==> config.mk <==
export PLATFORM = sky130hd
export DESIGN_NAME = cpu_control_mc_flat
export DESIGN_NICKNAME = d
export VERILOG_FILES = /design/src/rtl/cpu_ctrl_pkg.sv /design/src/rtl/cpu_control_mc_if.sv /design/src/rtl/cpu_ctrl_decode.sv /design/src/rtl/cpu_control_mc.sv /design/src/flat_wrapper.sv
export SDC_FILE = /design/constraint.sdc
export NUM_CORES = 1
export LEC_CHECK = 0
export ABC_AREA = 1
export BUFFER_PORTS_ARGS = -buffer_cell sky130_fd_sc_hd__buf_2
export CORE_MARGIN = 3
export CORE_UTILIZATION = 35
export CTS_CLUSTER_DIAMETER = 200
export DETAILED_ROUTE_END_ITERATION = 8
export PLACE_DENSITY_LB_ADDON = 0.1
export SETUP_SLACK_MARGIN = 0.1
export SLEW_MARGIN = 10
export SYNTH_ARGS = -nofsm -noshare
export SYNTH_HDL_FRONTEND = slang
export SYNTH_SLANG_ARGS = --single-unit
==> constraint.sdc <==
create_clock -name clk -period 2.43 [get_ports clk]
set_input_delay 0.243 -clock clk [delete_from_list [all_inputs] [get_ports clk]]
set_output_delay 0.243 -clock clk [all_outputs]
set_load 0.01 [all_outputs]
==> src/rtl/cpu_ctrl_pkg.sv <==
// Shared opcode constants, controller states and instruction classes
// for the multi-cycle CPU control unit.
package cpu_ctrl_pkg;

  localparam logic [7:0] OP_LD0   = 8'h81;
  localparam logic [7:0] OP_LD1   = 8'h85;
  localparam logic [7:0] OP_ST0   = 8'h83;
  localparam logic [7:0] OP_ST1   = 8'h87;
  localparam logic [7:0] OP_PUSH  = 8'h89;
  localparam logic [7:0] OP_POP   = 8'h8B;
  localparam logic [3:0] CLASS_BR = 4'h3;

  typedef enum logic [2:0] {
    IDLE,
    EXEC,
    MEM,
    SP_UPD,
    HALT
  } ctrl_state_t;

  typedef enum logic [2:0] {
    ALU,
    BR,
    LD,
    ST,
    PUSH,
    POP,
    ILL
  } instr_class_t;

endpackage

==> src/rtl/cpu_control_mc_if.sv <==
// Instruction-fetch handshake and data-memory request bus of the
// multi-cycle control unit. The controller uses the slave side; the
// fetch unit / memory model uses the master side.
interface cpu_control_mc_if #(
  parameter int INSTR_W = 32,
  parameter int SP_W    = 32
);
  logic [INSTR_W-1:0] instr;
  logic               instr_valid;
  logic               instr_ready;
  logic               mem_ready;
  logic               datamem_write_en;
  logic               datamem_read_en;
  logic               stack_addr_sel;
  logic [SP_W-1:0]    stack_addr;

  modport slave (
    input  instr, instr_valid, mem_ready,
    output instr_ready, datamem_write_en, datamem_read_en,
           stack_addr_sel, stack_addr
  );

  modport master (
    output instr, instr_valid, mem_ready,
    input  instr_ready, datamem_write_en, datamem_read_en,
           stack_addr_sel, stack_addr
  );
endinterface

==> src/rtl/cpu_ctrl_decode.sv <==
// Combinational opcode classifier: maps the 8-bit opcode onto the
// instruction class that drives the controller sequencing.
module cpu_ctrl_decode
  import cpu_ctrl_pkg::*;
(
  input  logic [7:0]   op_i,
  output instr_class_t cls_o
);

  // Classify opcode; anything not explicitly recognised is illegal.
  always_comb begin
    cls_o = ILL;
    if (op_i[7:4] <= 4'h2) begin
      cls_o = ALU;
    end else if (op_i[7:4] == CLASS_BR) begin
      cls_o = BR;
    end else begin
      case (op_i)
        OP_LD0, OP_LD1: cls_o = LD;
        OP_ST0, OP_ST1: cls_o = ST;
        OP_PUSH:        cls_o = PUSH;
        OP_POP:         cls_o = POP;
        default:        cls_o = ILL;
      endcase
    end
  end

endmodule

==> src/rtl/cpu_control_mc.sv <==
// Multi-cycle CPU control unit: accepts one instruction per handshake,
// registers its decoded fields, sequences memory accesses against
// mem_ready and maintains the stack pointer for PUSH/POP.
module cpu_control_mc
  import cpu_ctrl_pkg::*;
#(
  parameter int              INSTR_W = 32,
  parameter int              SP_W    = 32,
  parameter logic [SP_W-1:0] SP_INIT = 32'h0000_FFFC,
  parameter int              SP_STEP = 4
) (
  input  logic                 clk,
  input  logic                 rst,
  cpu_control_mc_if.slave      bus,
  output logic [7:0]           alu_op,
  output logic                 alu_imm_src,
  output logic                 rf_write_en,
  output logic                 rf_write_mem_src,
  output logic                 pc_src,
  output logic                 pc_jmp_src,
  output logic [SP_W-1:0]      sp,
  output logic                 instr_done,
  output logic                 err
);

  localparam logic [SP_W-1:0] STEP = SP_W'(SP_STEP);

  ctrl_state_t     state_q, state_d;
  instr_class_t    cls_q, dec_cls;
  logic [7:0]      op_q;
  logic [SP_W-1:0] sp_q, sp_d;
  logic            err_q, err_d;
  logic            accept;
  logic [7:0]      op_in;

  assign op_in = bus.instr[INSTR_W-1 -: 8];

  cpu_ctrl_decode u_decode (
    .op_i  (op_in),
    .cls_o (dec_cls)
  );

  // State, stack pointer, error flag and latched instruction fields.
  always_ff @(posedge clk) begin
    if (rst) begin
      state_q <= IDLE;
      sp_q    <= SP_INIT;
      err_q   <= 1'b0;
      op_q    <= 8'h00;
      cls_q   <= ALU;
    end else begin
      state_q <= state_d;
      sp_q    <= sp_d;
      err_q   <= err_d;
      if (accept) begin
        op_q  <= op_in;
        cls_q <= dec_cls;
      end
    end
  end

  // Next-state logic and per-state strobes.
  always_comb begin
    state_d              = state_q;
    sp_d                 = sp_q;
    err_d                = err_q;
    accept               = 1'b0;
    bus.instr_ready      = 1'b0;
    bus.datamem_read_en  = 1'b0;
    bus.datamem_write_en = 1'b0;
    bus.stack_addr_sel   = 1'b0;
    bus.stack_addr       = '0;
    rf_write_en          = 1'b0;
    rf_write_mem_src     = 1'b0;
    pc_src               = 1'b0;
    instr_done           = 1'b0;

    case (state_q)
      IDLE: begin
        bus.instr_ready = 1'b1;
        if (bus.instr_valid) begin
          accept = 1'b1;
          if (dec_cls == ILL) begin
            err_d   = 1'b1;
            state_d = HALT;
          end else begin
            state_d = EXEC;
          end
        end
      end

      EXEC: begin
        case (cls_q)
          ALU: begin
            rf_write_en = 1'b1;
            instr_done  = 1'b1;
            state_d     = IDLE;
          end
          BR: begin
            pc_src     = 1'b1;
            instr_done = 1'b1;
            state_d    = IDLE;
          end
          default: state_d = MEM;
        endcase
      end

      MEM: begin
        bus.datamem_read_en  = (cls_q == LD) || (cls_q == POP);
        bus.datamem_write_en = (cls_q == ST) || (cls_q == PUSH);
        bus.stack_addr_sel   = (cls_q == PUSH) || (cls_q == POP);
        if (bus.stack_addr_sel) begin
          // PUSH pre-decrements; POP reads at the current top.
          bus.stack_addr = (cls_q == PUSH) ? (sp_q - STEP) : sp_q;
        end
        if (bus.mem_ready) begin
          if ((cls_q == LD) || (cls_q == POP)) begin
            rf_write_en      = 1'b1;
            rf_write_mem_src = 1'b1;
          end
          if ((cls_q == LD) || (cls_q == ST)) begin
            instr_done = 1'b1;
            state_d    = IDLE;
          end else begin
            // Commit sp on entry to SP_UPD so it is visible when done pulses.
            sp_d    = (cls_q == PUSH) ? (sp_q - STEP) : (sp_q + STEP);
            state_d = SP_UPD;
          end
        end
      end

      SP_UPD: begin
        instr_done = 1'b1;
        state_d    = IDLE;
      end

      HALT: state_d = HALT;

      default: state_d = IDLE;
    endcase
  end

  assign alu_op      = op_q;
  assign alu_imm_src = op_q[0];
  assign pc_jmp_src  = op_q[1];
  assign sp          = sp_q;
  assign err         = err_q;

endmodule
==> src/flat_wrapper.sv <==
// flat-port wrapper written by rule: the top's interface ports become plain ports
module cpu_control_mc_flat import cpu_ctrl_pkg::*;
#(
  parameter int              INSTR_W = 32,
  parameter int              SP_W    = 32,
  parameter logic [SP_W-1:0] SP_INIT = 32'h0000_FFFC,
  parameter int              SP_STEP = 4
)
  (clk, rst, alu_op, alu_imm_src, rf_write_en, rf_write_mem_src, pc_src, pc_jmp_src, sp, instr_done, err, bus_instr, bus_instr_valid, bus_mem_ready, bus_instr_ready, bus_datamem_write_en, bus_datamem_read_en, bus_stack_addr_sel, bus_stack_addr);
  cpu_control_mc_if #(.INSTR_W(INSTR_W), .SP_W(SP_W)) bus_i ();
  input  logic clk;
  input  logic rst;
  output logic [7:0] alu_op;
  output logic alu_imm_src;
  output logic rf_write_en;
  output logic rf_write_mem_src;
  output logic pc_src;
  output logic pc_jmp_src;
  output logic [SP_W-1:0] sp;
  output logic instr_done;
  output logic err;
  input wire logic [$bits(bus_i.instr)-1:0] bus_instr;
  input wire logic [$bits(bus_i.instr_valid)-1:0] bus_instr_valid;
  input wire logic [$bits(bus_i.mem_ready)-1:0] bus_mem_ready;
  output wire logic [$bits(bus_i.instr_ready)-1:0] bus_instr_ready;
  output wire logic [$bits(bus_i.datamem_write_en)-1:0] bus_datamem_write_en;
  output wire logic [$bits(bus_i.datamem_read_en)-1:0] bus_datamem_read_en;
  output wire logic [$bits(bus_i.stack_addr_sel)-1:0] bus_stack_addr_sel;
  output wire logic [$bits(bus_i.stack_addr)-1:0] bus_stack_addr;
  assign bus_i.instr = bus_instr;
  assign bus_i.instr_valid = bus_instr_valid;
  assign bus_i.mem_ready = bus_mem_ready;
  assign bus_instr_ready = bus_i.instr_ready;
  assign bus_datamem_write_en = bus_i.datamem_write_en;
  assign bus_datamem_read_en = bus_i.datamem_read_en;
  assign bus_stack_addr_sel = bus_i.stack_addr_sel;
  assign bus_stack_addr = bus_i.stack_addr;
  cpu_control_mc #(.INSTR_W(INSTR_W), .SP_W(SP_W), .SP_INIT(SP_INIT), .SP_STEP(SP_STEP)) u_core (.clk(clk), .rst(rst), .bus(bus_i), .alu_op(alu_op), .alu_imm_src(alu_imm_src), .rf_write_en(rf_write_en), .rf_write_mem_src(rf_write_mem_src), .pc_src(pc_src), .pc_jmp_src(pc_jmp_src), .sp(sp), .instr_done(instr_done), .err(err));
endmodule
==> out/qor.txt <==
RePlAce Congestion: 0.953
YS warnings: 0
number of flops mapped to enable cells by yosys: 0
I/O pins: 119
Critical Path AT: 1940 ps
vias after detailed routing: 5,057
# hold bufs at CTS: 0
Power Density: 380 nW/um^2
Filler cells: 1,388
Setup CP Type: reg -> out
Mapped Area: 4360 um^2
final setup vio count: 0
vias per cell: 4.97
port bufs: 90
top cells by count, synth: 226 x nand2_1, 118 x nor2_1, 78 x inv_1
Critical R2R Capture: u_core.sp[31]
adder-cell share of the synthesized area: 1.15%
Worst Hold Path Cells: 3
Initial Util: 36.0%
CTS max path bufs: 2
Final Hold Vio Count: 0
crit-path max cell delay: 320 ps
final wirelength: 14,300 um
num rows: 40
most frequent cell after synthesis: nand2_1
initial DRC count: 375
Worst-path clk slew: 70 ps
largest family of logic cells by synthesized area: simple AND/OR/NAND/NOR gates
area share of the leading cell type in the synthesized netlist: 20.7%
number of synthesized register bits: 45
Setup crit end kind: output pin
Setup TNS: 0 ps
max-slew violation count: 0
chip height: 118 um
Hold Crit Class: in -> reg
Worst Reg-to-Reg Cells: 9
worst skew pair latency: 310 ps
r2r setup slk: 630 ps
CTS tree: built
CP startpoint kind: flip-flop
Clock Tree Root: clkbuf_16
Max Cap Violations: 0
initial antenna violation count: 0
Global Route Usage Sum: 20.7%
first-pass GRT wire length: 23,800 um
DR WL/cell: 14.1 um
Synth Area in Simple Gates: 46.9%
CP cell instances: inv_1, nand3_4, nor2_1, inv_1, buf_4, a21oi_1, buf_2
mux share of post-synthesis cell area: 0%
RSZ-0062 raised after global routing: true
Seq/Total Area, Yosys: 20.7%
Final ANT Viol Nets: 0
Endpoint, Worst Hold: u_core.alu_op[7]
area growth from synthesis to layout: 16.5%
First-pass DRT Iterations: 4
grt ovf: 0
Least-Margin Pin Slew: 570 ps
Lkg Pwr: 2.51 nW
CTS Sinks: 45
Main synth FF type: dfxtp_1
Peak Freq: 458 MHz
# DRC: 0
worst r2r src: u_core.sp[11]
n_diodes: 0
Area contributors post-synth: dfxtp_1 21%, nand2_1 19%, nor2_1 10%
vias in the first global route: 4,766
H-tree levels: 2
syn_area_per_cell: 5.56 um^2
Num CTS Buffers: 5
worst min-delay path startpoint: bus_instr[31]
CP max-delay cell: nor2_1
fin util: 41.9%
Compound-Gate Fraction of Synth Area: 15.3%
Req. time, crit path: 2190 ps
Relative slew margins: 61.7%
layout cell share with drive strength beyond 1: 20.5%
Tmin final: 2190 ps
gate count of the mapped netlist: 784
largest area contributor in the netlist: dfxtp_1
final-stage net count: 888
Synth Area in XOR/XNOR: 0.804%
Final HPWL DP: 10,800 um
final worst path period share: 89.9%
ys async rst share: 0%
worst-path maximum fanout: 18
worst vdd ir: 231 uV
synth unique cells: 35
most used cell, CP: inv_1
status: complete, no violations
Core ar.: 12,100 um^2
largest net degree at the start of global routing: 41
clock skew: 7.54 ps
Die Wd: 118 um
die footprint: 13,800 um^2
layout make-up:
cell class	count	area, um^2	share of cell area, %
inverter	84	318	6.26
clock buffer	5	125	2.46
tap	168	210	4.14
multi-input combinational	605	2870	56.6
clock inverter	3	46.3	0.912
timing repair buffer	107	598	11.8
sequential	45	908	17.9
metal layers:
metal	wire, um	GRT usage [%]	vias up
li1	-	-	2613
met1	6640	27.2	2309
met2	6750	34.6	117
met3	655	3.46	18
met4	280	6.45	0
met5	0	0	-
per-stage QoR:
stage | instance area [um^2] | total power [mW] | instances | setup slack, ps | hold WS [ps]
6_report | 5080 | 1.93 | 1017 | 245 | 189
5_1_grt | 5080 | 2.03 | 1017 | 89.4 | 204
4_1_cts | 4980 | 1.95 | 1014 | 97.8 | 186
3_5_place_dp | 4800 | 1.10 | 1005 | 236 | 454
3_3_place_gp | 4800 | 1.10 | 1005 | 308 | 450
2_1_floorplan | 4370 | 1.01 | 787 | 600 | 371
worst max-delay path: cells and delay by family, from the launching register on:
family,cells,cell delay [ps]
buffers and inverters,4,640
AND/OR/NAND/NOR,2,450
AO/OA/AOI/OAI,1,220
flip-flops,1,310
how the worst max path moves through the flow:
stage                      startpoint                  to  slack [ps]  depth (start not counted)
CTS                      u_core.sp[2]  bus_stack_addr[16]         100                          9
global route            u_core.sp[14]  bus_stack_addr[30]          90                         10
finish              u_core.state_q[2]   bus_stack_addr[9]         240                          7
detailed placement       u_core.sp[2]  bus_stack_addr[16]         240                          9
global placement         u_core.sp[2]  bus_stack_addr[28]         310                         11
floorplan                u_core.sp[2]  bus_stack_addr[28]         600                         10
sequential cells by signal (all words and copies together) (netlist names):
register / cells
u_core.err: 1
u_core.state_q: 3
u_core.alu_op: 8
u_core.sp: 30
u_core.cls_q: 3
timing repair:
action,in CTS,in global routing
setup buffers,1,3
pin swaps,1,2
gates resized for setup,3,27
endpoints found under the setup margin,8,16
placed cells by master, fill, tap and decap left out, types with 6 or more instances in the layout:
cell type,count
a21oi_1,61
buf_2,90
buf_4,15
dfxtp_1,39
dfxtp_2,6
inv_1,75
inv_2,8
nand2_1,225
nand2_2,8
nand3_1,73
nand4_1,11
nor2_1,110
nor2_2,13
nor2_4,14
o211ai_1,6
o21ai_0,42
o21ai_1,6
logic make-up (layout without fill, tap and decap cells):
| group | after synthesis | in the layout |
|---|---|---|
| simple gates | 467 | 467 |
| buf+inv | 137 | 199 |
| compound gates | 126 | 126 |
| flops | 45 | 45 |
| fa+ha+maj | 4 | 4 |
| xor+xnor | 4 | 4 |
| other cells | 1 | 4 |
report_power, final:
part           leakage, nW  switching [mW]  internal [mW]
registers            0.363          0.0222          0.761
clock network       0.0800           0.353          0.488
logic                 2.06           0.208         0.0992
total                 2.51           0.583           1.35
Note: power is estimated with default switching activity, not from simulation.
